$ cat src/rtl/rv32_exec_regfile_core_pkg.sv
// Shared widths and execute-unit encodings for the RV32 execute/register-file slice.
package rv32_exec_regfile_core_pkg;

    localparam int unsigned CPU_WIDTH     = 32;
    localparam int unsigned EXU_OPT_WIDTH = 4;
    localparam int unsigned EXU_SEL_WIDTH = 2;
    localparam int unsigned GPR_ADDR_W    = 5;

    typedef enum logic [EXU_OPT_WIDTH-1:0] {
        ExuAdd   = 4'd0,
        ExuSub   = 4'd1,
        ExuSll   = 4'd2,
        ExuSlt   = 4'd3,
        ExuSltu  = 4'd4,
        ExuXor   = 4'd5,
        ExuSrl   = 4'd6,
        ExuSra   = 4'd7,
        ExuOr    = 4'd8,
        ExuAnd   = 4'd9,
        ExuPassB = 4'd10
    } exu_op_e;

    typedef enum logic [EXU_SEL_WIDTH-1:0] {
        SelRs1Rs2 = 2'd0,
        SelRs1Imm = 2'd1,
        SelPcImm  = 2'd2,
        SelPc4    = 2'd3
    } exu_sel_e;

endpackage

$ cat src/rtl/rv32_rstn_sync.sv
// Reset synchroniser: asserts asynchronously, releases after Stages rising clock edges.
module rv32_rstn_sync #(
    parameter int unsigned Stages = 2
) (
    input  logic clk_i,
    input  logic rst_ni,
    output logic rst_sync_no
);

    logic [Stages-1:0] sync_d, sync_q;

    always_comb begin
        sync_d    = '0;
        sync_d[0] = 1'b1;
        for (int unsigned i = 1; i < Stages; i++) begin
            sync_d[i] = sync_q[i-1];
        end
    end

    always_ff @(posedge clk_i or negedge rst_ni) begin
        if (!rst_ni) begin
            sync_q <= '0;
        end else begin
            sync_q <= sync_d;
        end
    end

    assign rst_sync_no = sync_q[Stages-1];

endmodule

$ cat src/rtl/rv32_exec_regfile_core.sv
// RV32 execute slice: reset synchroniser, 32-entry GPR file and combinational ALU.
// Optional GPR_BYPASS_EN: same-cycle write-through from the write port to both read ports.
module rv32_exec_regfile_core
    import rv32_exec_regfile_core_pkg::*;
#(
    parameter int unsigned CPU_WIDTH   = rv32_exec_regfile_core_pkg::CPU_WIDTH,
    parameter int unsigned RSTN_STAGES = 2
) (
    input  logic                 clk,
    input  logic                 rstn,
    output logic                 rstn_sync,
    input  logic                 wr_en_Rd,
    input  logic [4:0]           addr_Rd,
    input  logic [CPU_WIDTH-1:0] data_Rd,
    input  logic [4:0]           addr_Rs1,
    input  logic [4:0]           addr_Rs2,
    output logic [CPU_WIDTH-1:0] data_Rs1,
    output logic [CPU_WIDTH-1:0] data_Rs2,
    input  logic [CPU_WIDTH-1:0] pc,
    input  logic [CPU_WIDTH-1:0] imm,
    input  logic [3:0]           exu_opt_code,
    input  logic [1:0]           exu_sel_code,
    output logic [CPU_WIDTH-1:0] exu_res
);

    rv32_rstn_sync #(
        .Stages (RSTN_STAGES)
    ) u_rstn_sync (
        .clk_i       (clk),
        .rst_ni      (rstn),
        .rst_sync_no (rstn_sync)
    );

    // x0 has no storage; it is hardwired to zero on the read side.
    logic [CPU_WIDTH-1:0] regs_q [1:31];

    always_ff @(posedge clk or negedge rstn_sync) begin
        if (!rstn_sync) begin
            for (int i = 1; i < 32; i++) begin
                regs_q[i] <= '0;
            end
        end else if (wr_en_Rd && (addr_Rd != 5'd0)) begin
            regs_q[addr_Rd] <= data_Rd;
        end
    end

    always_comb begin
        data_Rs1 = '0;
        data_Rs2 = '0;
        if (addr_Rs1 != 5'd0) begin
            data_Rs1 = regs_q[addr_Rs1];
        end
        if (addr_Rs2 != 5'd0) begin
            data_Rs2 = regs_q[addr_Rs2];
        end
`ifdef GPR_BYPASS_EN
        // Non-zero address check above already excludes x0 from the bypass.
        if (wr_en_Rd && rstn_sync && (addr_Rs1 != 5'd0) && (addr_Rs1 == addr_Rd)) begin
            data_Rs1 = data_Rd;
        end
        if (wr_en_Rd && rstn_sync && (addr_Rs2 != 5'd0) && (addr_Rs2 == addr_Rd)) begin
            data_Rs2 = data_Rd;
        end
`endif
    end

    logic [CPU_WIDTH-1:0] op_a, op_b;
    logic [4:0]           shamt;

    always_comb begin
        case (exu_sel_e'(exu_sel_code))
            SelRs1Rs2: begin op_a = data_Rs1; op_b = data_Rs2; end
            SelRs1Imm: begin op_a = data_Rs1; op_b = imm;      end
            SelPcImm:  begin op_a = pc;       op_b = imm;      end
            default:   begin op_a = pc;       op_b = CPU_WIDTH'(4); end
        endcase
    end

    assign shamt = op_b[4:0];

    always_comb begin
        exu_res = '0;
        case (exu_op_e'(exu_opt_code))
            ExuAdd:   exu_res = op_a + op_b;
            ExuSub:   exu_res = op_a - op_b;
            ExuSll:   exu_res = op_a << shamt;
            ExuSlt:   exu_res = {{(CPU_WIDTH-1){1'b0}}, $signed(op_a) < $signed(op_b)};
            ExuSltu:  exu_res = {{(CPU_WIDTH-1){1'b0}}, op_a < op_b};
            ExuXor:   exu_res = op_a ^ op_b;
            ExuSrl:   exu_res = op_a >> shamt;
            ExuSra:   exu_res = $unsigned($signed(op_a) >>> shamt);
            ExuOr:    exu_res = op_a | op_b;
            ExuAnd:   exu_res = op_a & op_b;
            ExuPassB: exu_res = op_b;
            default:  exu_res = '0;
        endcase
    end

endmodule

$ cat config.mk
export PLATFORM = sky130hd
export DESIGN_NAME = rv32_exec_regfile_core
export DESIGN_NICKNAME = d
export VERILOG_FILES = /design/src/rtl/rv32_exec_regfile_core_pkg.sv /design/src/rtl/rv32_rstn_sync.sv /design/src/rtl/rv32_exec_regfile_core.sv
export SDC_FILE = /design/constraint.sdc
export NUM_CORES = 2
export LEC_CHECK = 0
export BUFFER_PORTS_ARGS = -buffer_cell sky130_fd_sc_hd__buf_2
export CAP_MARGIN = 20
export CORE_MARGIN = 2
export CORE_UTILIZATION = 45
export DETAILED_ROUTE_END_ITERATION = 8
export GPL_TIMING_DRIVEN = 0
export PLACE_DENSITY = 0.67
export SLEW_MARGIN = 20
export SYNTH_ARGS = -nofsm -noshare
export SYNTH_HDL_FRONTEND = slang
export SYNTH_HIERARCHICAL = 1
export SYNTH_SLANG_ARGS = --single-unit
$ cat constraint.sdc
create_clock -name clk -period 39.4 [get_ports clk]
set_input_delay 5.91 -clock clk [delete_from_list [all_inputs] [get_ports clk]]
set_output_delay 5.91 -clock clk [all_outputs]
set_load 0.02 [all_outputs]
After elaboration in Yosys (flattened, before gate mapping)
Cells that the tools add are included.
W data, S select, Z words.
- register bits after elaboration: 994
- latch bits: 0
- memory bits (writable): 0
- ROM bits: 0
- input bits: 120
- logic and storage cells: 84
- memories: 0
- $add $sub $neg: 2
- multiply operators: 0
- div/mod/pow operators: 0
- $lt $le $gt $ge: 6
- equality and inequality tests: 12
- shift-type cells: 3
- multiplexer cells: 14
- bitwise logic cells: 6
- reductions and logical operators: 9
- operators by type and width (kind ; count):
    $bwmux W992 ; 1
    $pmux W32 S11 ; 1
    $bmux W32 S5 ; 2
    $mux W32 ; 8
    $demux W32 S5 ; 1
    $lt A32 B32 Y1 ; 2
    $pmux W32 S2 ; 1
    $add A32 B32 Y32 ; 1
    $and A32 B32 Y32 ; 1
    $or A32 B32 Y32 ; 1
    $shl A32 B5 Y32 ; 1
    $shr A32 B5 Y32 ; 1
    $sshr A32 B5 Y32 ; 1
    $sub A32 B32 Y32 ; 1
    $xor A32 B32 Y32 ; 1
    $ge A6 B6 Y1 const B ; 3
    $not A5 Y6 ; 3
    $eq A4 B3 Y1 const B ; 4
    $reduce_bool A5 Y1 ; 3
    $eq A4 B4 Y1 const B ; 3
    $eq A4 B2 Y1 const B ; 2
    $lt A6 B1 Y1 const B ; 1
    $eq A4 B1 Y1 const B ; 1
    $logic_not A4 Y1 ; 1
    other kinds (5) ; 7

Longest topological paths before layout
- word-level depth: 8
- depth in mapped cells: 27
- mapped depth without buffers: 20

Modules after synthesis
Netlist, hierarchy kept.
- modules (own cells, without submodules) (module ; instances ; cells an instance ; area an instance (um2) ; sequential area each (um2)):
    rv32_exec_regfile_core ; 1 ; 5136 ; 64092.7 ; 24823.8
    rv32_rstn_sync ; 1 ; 3 ; 53.8 ; 50.0

Worst setup path after synthesis
No wires, ideal clock.
- path kind: reg-to-output
- from: register u_rstn_sync.sync_q[1]
- to: output port rstn_sync
- arrival: 21.861 ns
- required time: 33.490 ns
- path slack: 11.629 ns
- cell stages (with the launch flop): 1
- path buffers: 0
- path through: dfrtp_1
- RTL lines (item ; RTL line ; RTL):
    start: declaration ; rv32_rstn_sync.sv:10 ; logic [Stages-1:0] sync_d, sync_q;
    start signal: assignment ; rv32_rstn_sync.sv:24 ; sync_q <= sync_d;
    end: declaration ; rv32_exec_regfile_core.sv:11 ; output logic rstn_sync,
No word-level cell between the ends.

Final worst setup path
- from: input port addr_Rs2[1]
- to: output port exu_res[29]
- word-level cells in the longest chain between the ends: 8
- RTL lines (item ; RTL line ; RTL):
    start: declaration ; rv32_exec_regfile_core.sv:16 ; input logic [4:0] addr_Rs2,
    $not A5 Y6 (not written as such) ; rv32_exec_regfile_core.sv:54 ; data_Rs2 = regs_q[addr_Rs2];
    $bmux W32 S5 ; rv32_exec_regfile_core.sv:54 ;
    $mux W32 (not written as such) (2 in a row) ; rv32_exec_regfile_core.sv:54 ;
    $mux W32 * ; rv32_exec_regfile_core.sv:53 ; if (addr_Rs2 != 5'd0) begin
    $pmux W32 S2 * ; rv32_exec_regfile_core.sv:71 ; case (exu_sel_e'(exu_sel_code))
    $sub A32 B32 Y32, or another cell as far along ; rv32_exec_regfile_core.sv:85 ; ExuSub: exu_res = op_a - op_b;
    $pmux W32 S11 * ; rv32_exec_regfile_core.sv:83 ; case (exu_op_e'(exu_opt_code))
    end: declaration ; rv32_exec_regfile_core.sv:23 ; output logic [CPU_WIDTH-1:0] exu_res
Every way passes the cells marked *; elsewhere a longest branch is shown, timed or not. The select of a mux whose other input is x is not followed.

==> reports/results.ini <==
[route]
viasPerCell = 7.23
drc = 0
wirelength_mm = 340
vias = 54200
drtPass1Iterations = 8
drt_iter0_drc = 7742
wl_per_cell_um = 45.3
antenna_left = 0

[place]
place_worst_setup_slack_ns = 17.70
placedCellCount = 7285
port_buffers = 211
gp_congestion = 1.07
dp_hpwl_mm = 248

[run]
maxCapViolCount = 0

[timing]
fin_crit_sh_pct = 56.0
finalClockSkew_ns = 0.0376
tightestPinTransition_ns = 1.33
fin_crit_ns = 22.06
hold_viol = 0
fmax_mhz = 45.3
slew_viol_final = 0
fin_hold_ws_ns = 0.230
rsz0062_at_grt = no
finalSetupViolations = 0
setup_tns_ns = 0
relSlewSlack_pct = 11.1
setup_slack_ns = 17.34

[logic_synthesis]
yosys_warnings = 6
synth_ff_type = dfrtp_1
synth_enable_flop_cells = 0
ys_seq_area_share_pct = 38.8
synth_nets = 5365
syn_area_per_cell_sq_um = 12.5
synth-seq-cells = 994
syn_area_sq_um = 64100
synth_cell_types = 112
async_reset_ff_share_pct = 100
postSynthCellCount = 5139

[clocking]
cts_tree = done
htreeDepth = 3
clk_latency_ns = 0.76
cts.clk_slew.worst_paths_ns = 0.06
cts-buffers-inserted = 102
clockBufferDepth = 3
clkSinkCount = 994
clock-root-buffer = clkbuf_16
cts_resized = 0
cts_hold_buf = 0
postCtsSetupBuffers = 0

[worst_setup_path]
worstPathRequired_ns = 33.49
rrSetupSlack_ns = 37.30
critPathTopFamily = compound AO/OA/AOI/OAI gates
critPathLaunchType = primary input
timing.rr.start = u_rstn_sync/sync_q[1]$_DFF_PN0_
crit_fanout = 10
crit_buf_inv = 9
path_class = in -> out
critPathSlowestCell = buf_1
crit_path_start = addr_Rs2[1]
worstSetupEndpointType = output port
cp.arrival_ns = 16.15
cp_slowest_stage_delay_ns = 1.02

[layout]
drive_gt1_share_pct = 41.7
final_nets = 5729
layout_common_cells = mux2_2, dfrtp_1, mux4_2
n_fill_cell = 12600
final_common_cell = mux2_2
final_cells = 7500
syn2layout_area_growth_pct = 12.7

[power_and_ir_drop]
vdd_drop_max_mv = 0.0616
power.density_nw_per_um2 = 49.4
p_leak_nw = 31.8

[global_routing]
grt.overflow.total = 0
grt_pass1_vias = 52900
grt_max_degree = 58
grt_pass1_wl_mm = 453
antenna_found_initial = 17
grt.total_usage_pct = 45.7

[floorplanning]
core-area_sq_um = 142000
io-pin-count = 217
die_h_um = 382
die-area_sq_um = 146000
floorplan.initialDensity_pct = 45.3
num_rows = 138
die_x_um = 382

[status]
status = finished, final reports clean

[hold_path]
min_path_type = reg -> async

power by group:
group / internal [W] / switching (W) / leakage, nW
registers: 0.00122 / 0.000159 / 12.7
clock network: 0.000603 / 0.000455 / 1.75
logic: 0.000492 / 0.000639 / 17.4
path summary, 6_finish.rpt:
check                                             endpoint  depth (start not counted)
setup reg to reg                    regs_q[13]$_DFFE_PN0P_                          5
hold reg to reg                    regs_q[675]$_DFFE_PN0P_                          0
min in group clk           u_rstn_sync/sync_q[1]$_DFF_PN0_                          0
setup / recovery                               exu_res[29]                         25
max in group asynchronous  u_rstn_sync/sync_q[1]$_DFF_PN0_                          1
hold / removal                     regs_q[675]$_DFFE_PN0P_                          0
kinds of logic after synthesis:
family          Yosys count  share of synthesized area, %
other cells               1                       0.00585
simple gates            797                          6.14
fa+ha+maj               106                          2.09
buf+inv                 604                          4.69
compound gates          775                          9.07
xor+xnor                 29                         0.396
mux                    1833                          38.8
flops                   994                          38.8
stage by stage:
stage | utilization (%) | instance area [sq um] | power, W
CTS | 51.0 | 72200 | 0.00351
global route | 51.0 | 72300 | 0.00364
detailed placement | 48.5 | 68600 | 0.00247
floorplan | - | 64100 | 0.00205
finish | 51.1 | 72300 | 0.00357
global placement | 47.7 | 67600 | 0.00243
flip-flops by register name (all words and copies together), names as in the netlist:
register and flops:
regs_q 992, u_rstn_sync/sync_q 2
cell usage after synthesis (37+ instances only):
master,instances,area share (%)
a221oi_1,51,0.70
nor2b_1,43,0.42
mux2_2,1135,20
nand2_1,180,1.1
buf_4,43,0.50
a22oi_1,92,1.1
dfrtp_1,994,39
mux2i_1,289,4.5
o21ai_0,80,0.62
buf_2,103,0.80
nor3_1,52,0.41
ha_1,104,2.0
nand3_1,61,0.48
clkbuf_1,234,1.4
inv_1,90,0.53
buf_6,37,0.65
buf_1,71,0.42
o22ai_1,73,0.71
a22o_1,41,0.56
mux4_2,387,14
nor2_1,247,1.4
a21oi_1,118,0.92
cell type report:
class / count / area (sq um) / area share [%]
timing repair buffer: 260 / 1960 / 2.71
inverter: 104 / 390 / 0.540
tap: 1890 / 2360 / 3.27
clock inverter: 38 / 556 / 0.768
sequential: 994 / 24900 / 34.4
multi-input combinational: 3541 / 36400 / 50.3
buffer: 500 / 2700 / 3.73
clock buffer: 149 / 3010 / 4.17
antenna: 24 / 60.1 / 0.0830
layer usage:
layer  share of wire, %  track usage, %
met3                 13            16.8
met5              0.046               0
met2                 42            66.1
met4                 10            39.2
met1                 35            53.8
Note: power is estimated with default switching activity, not from simulation.
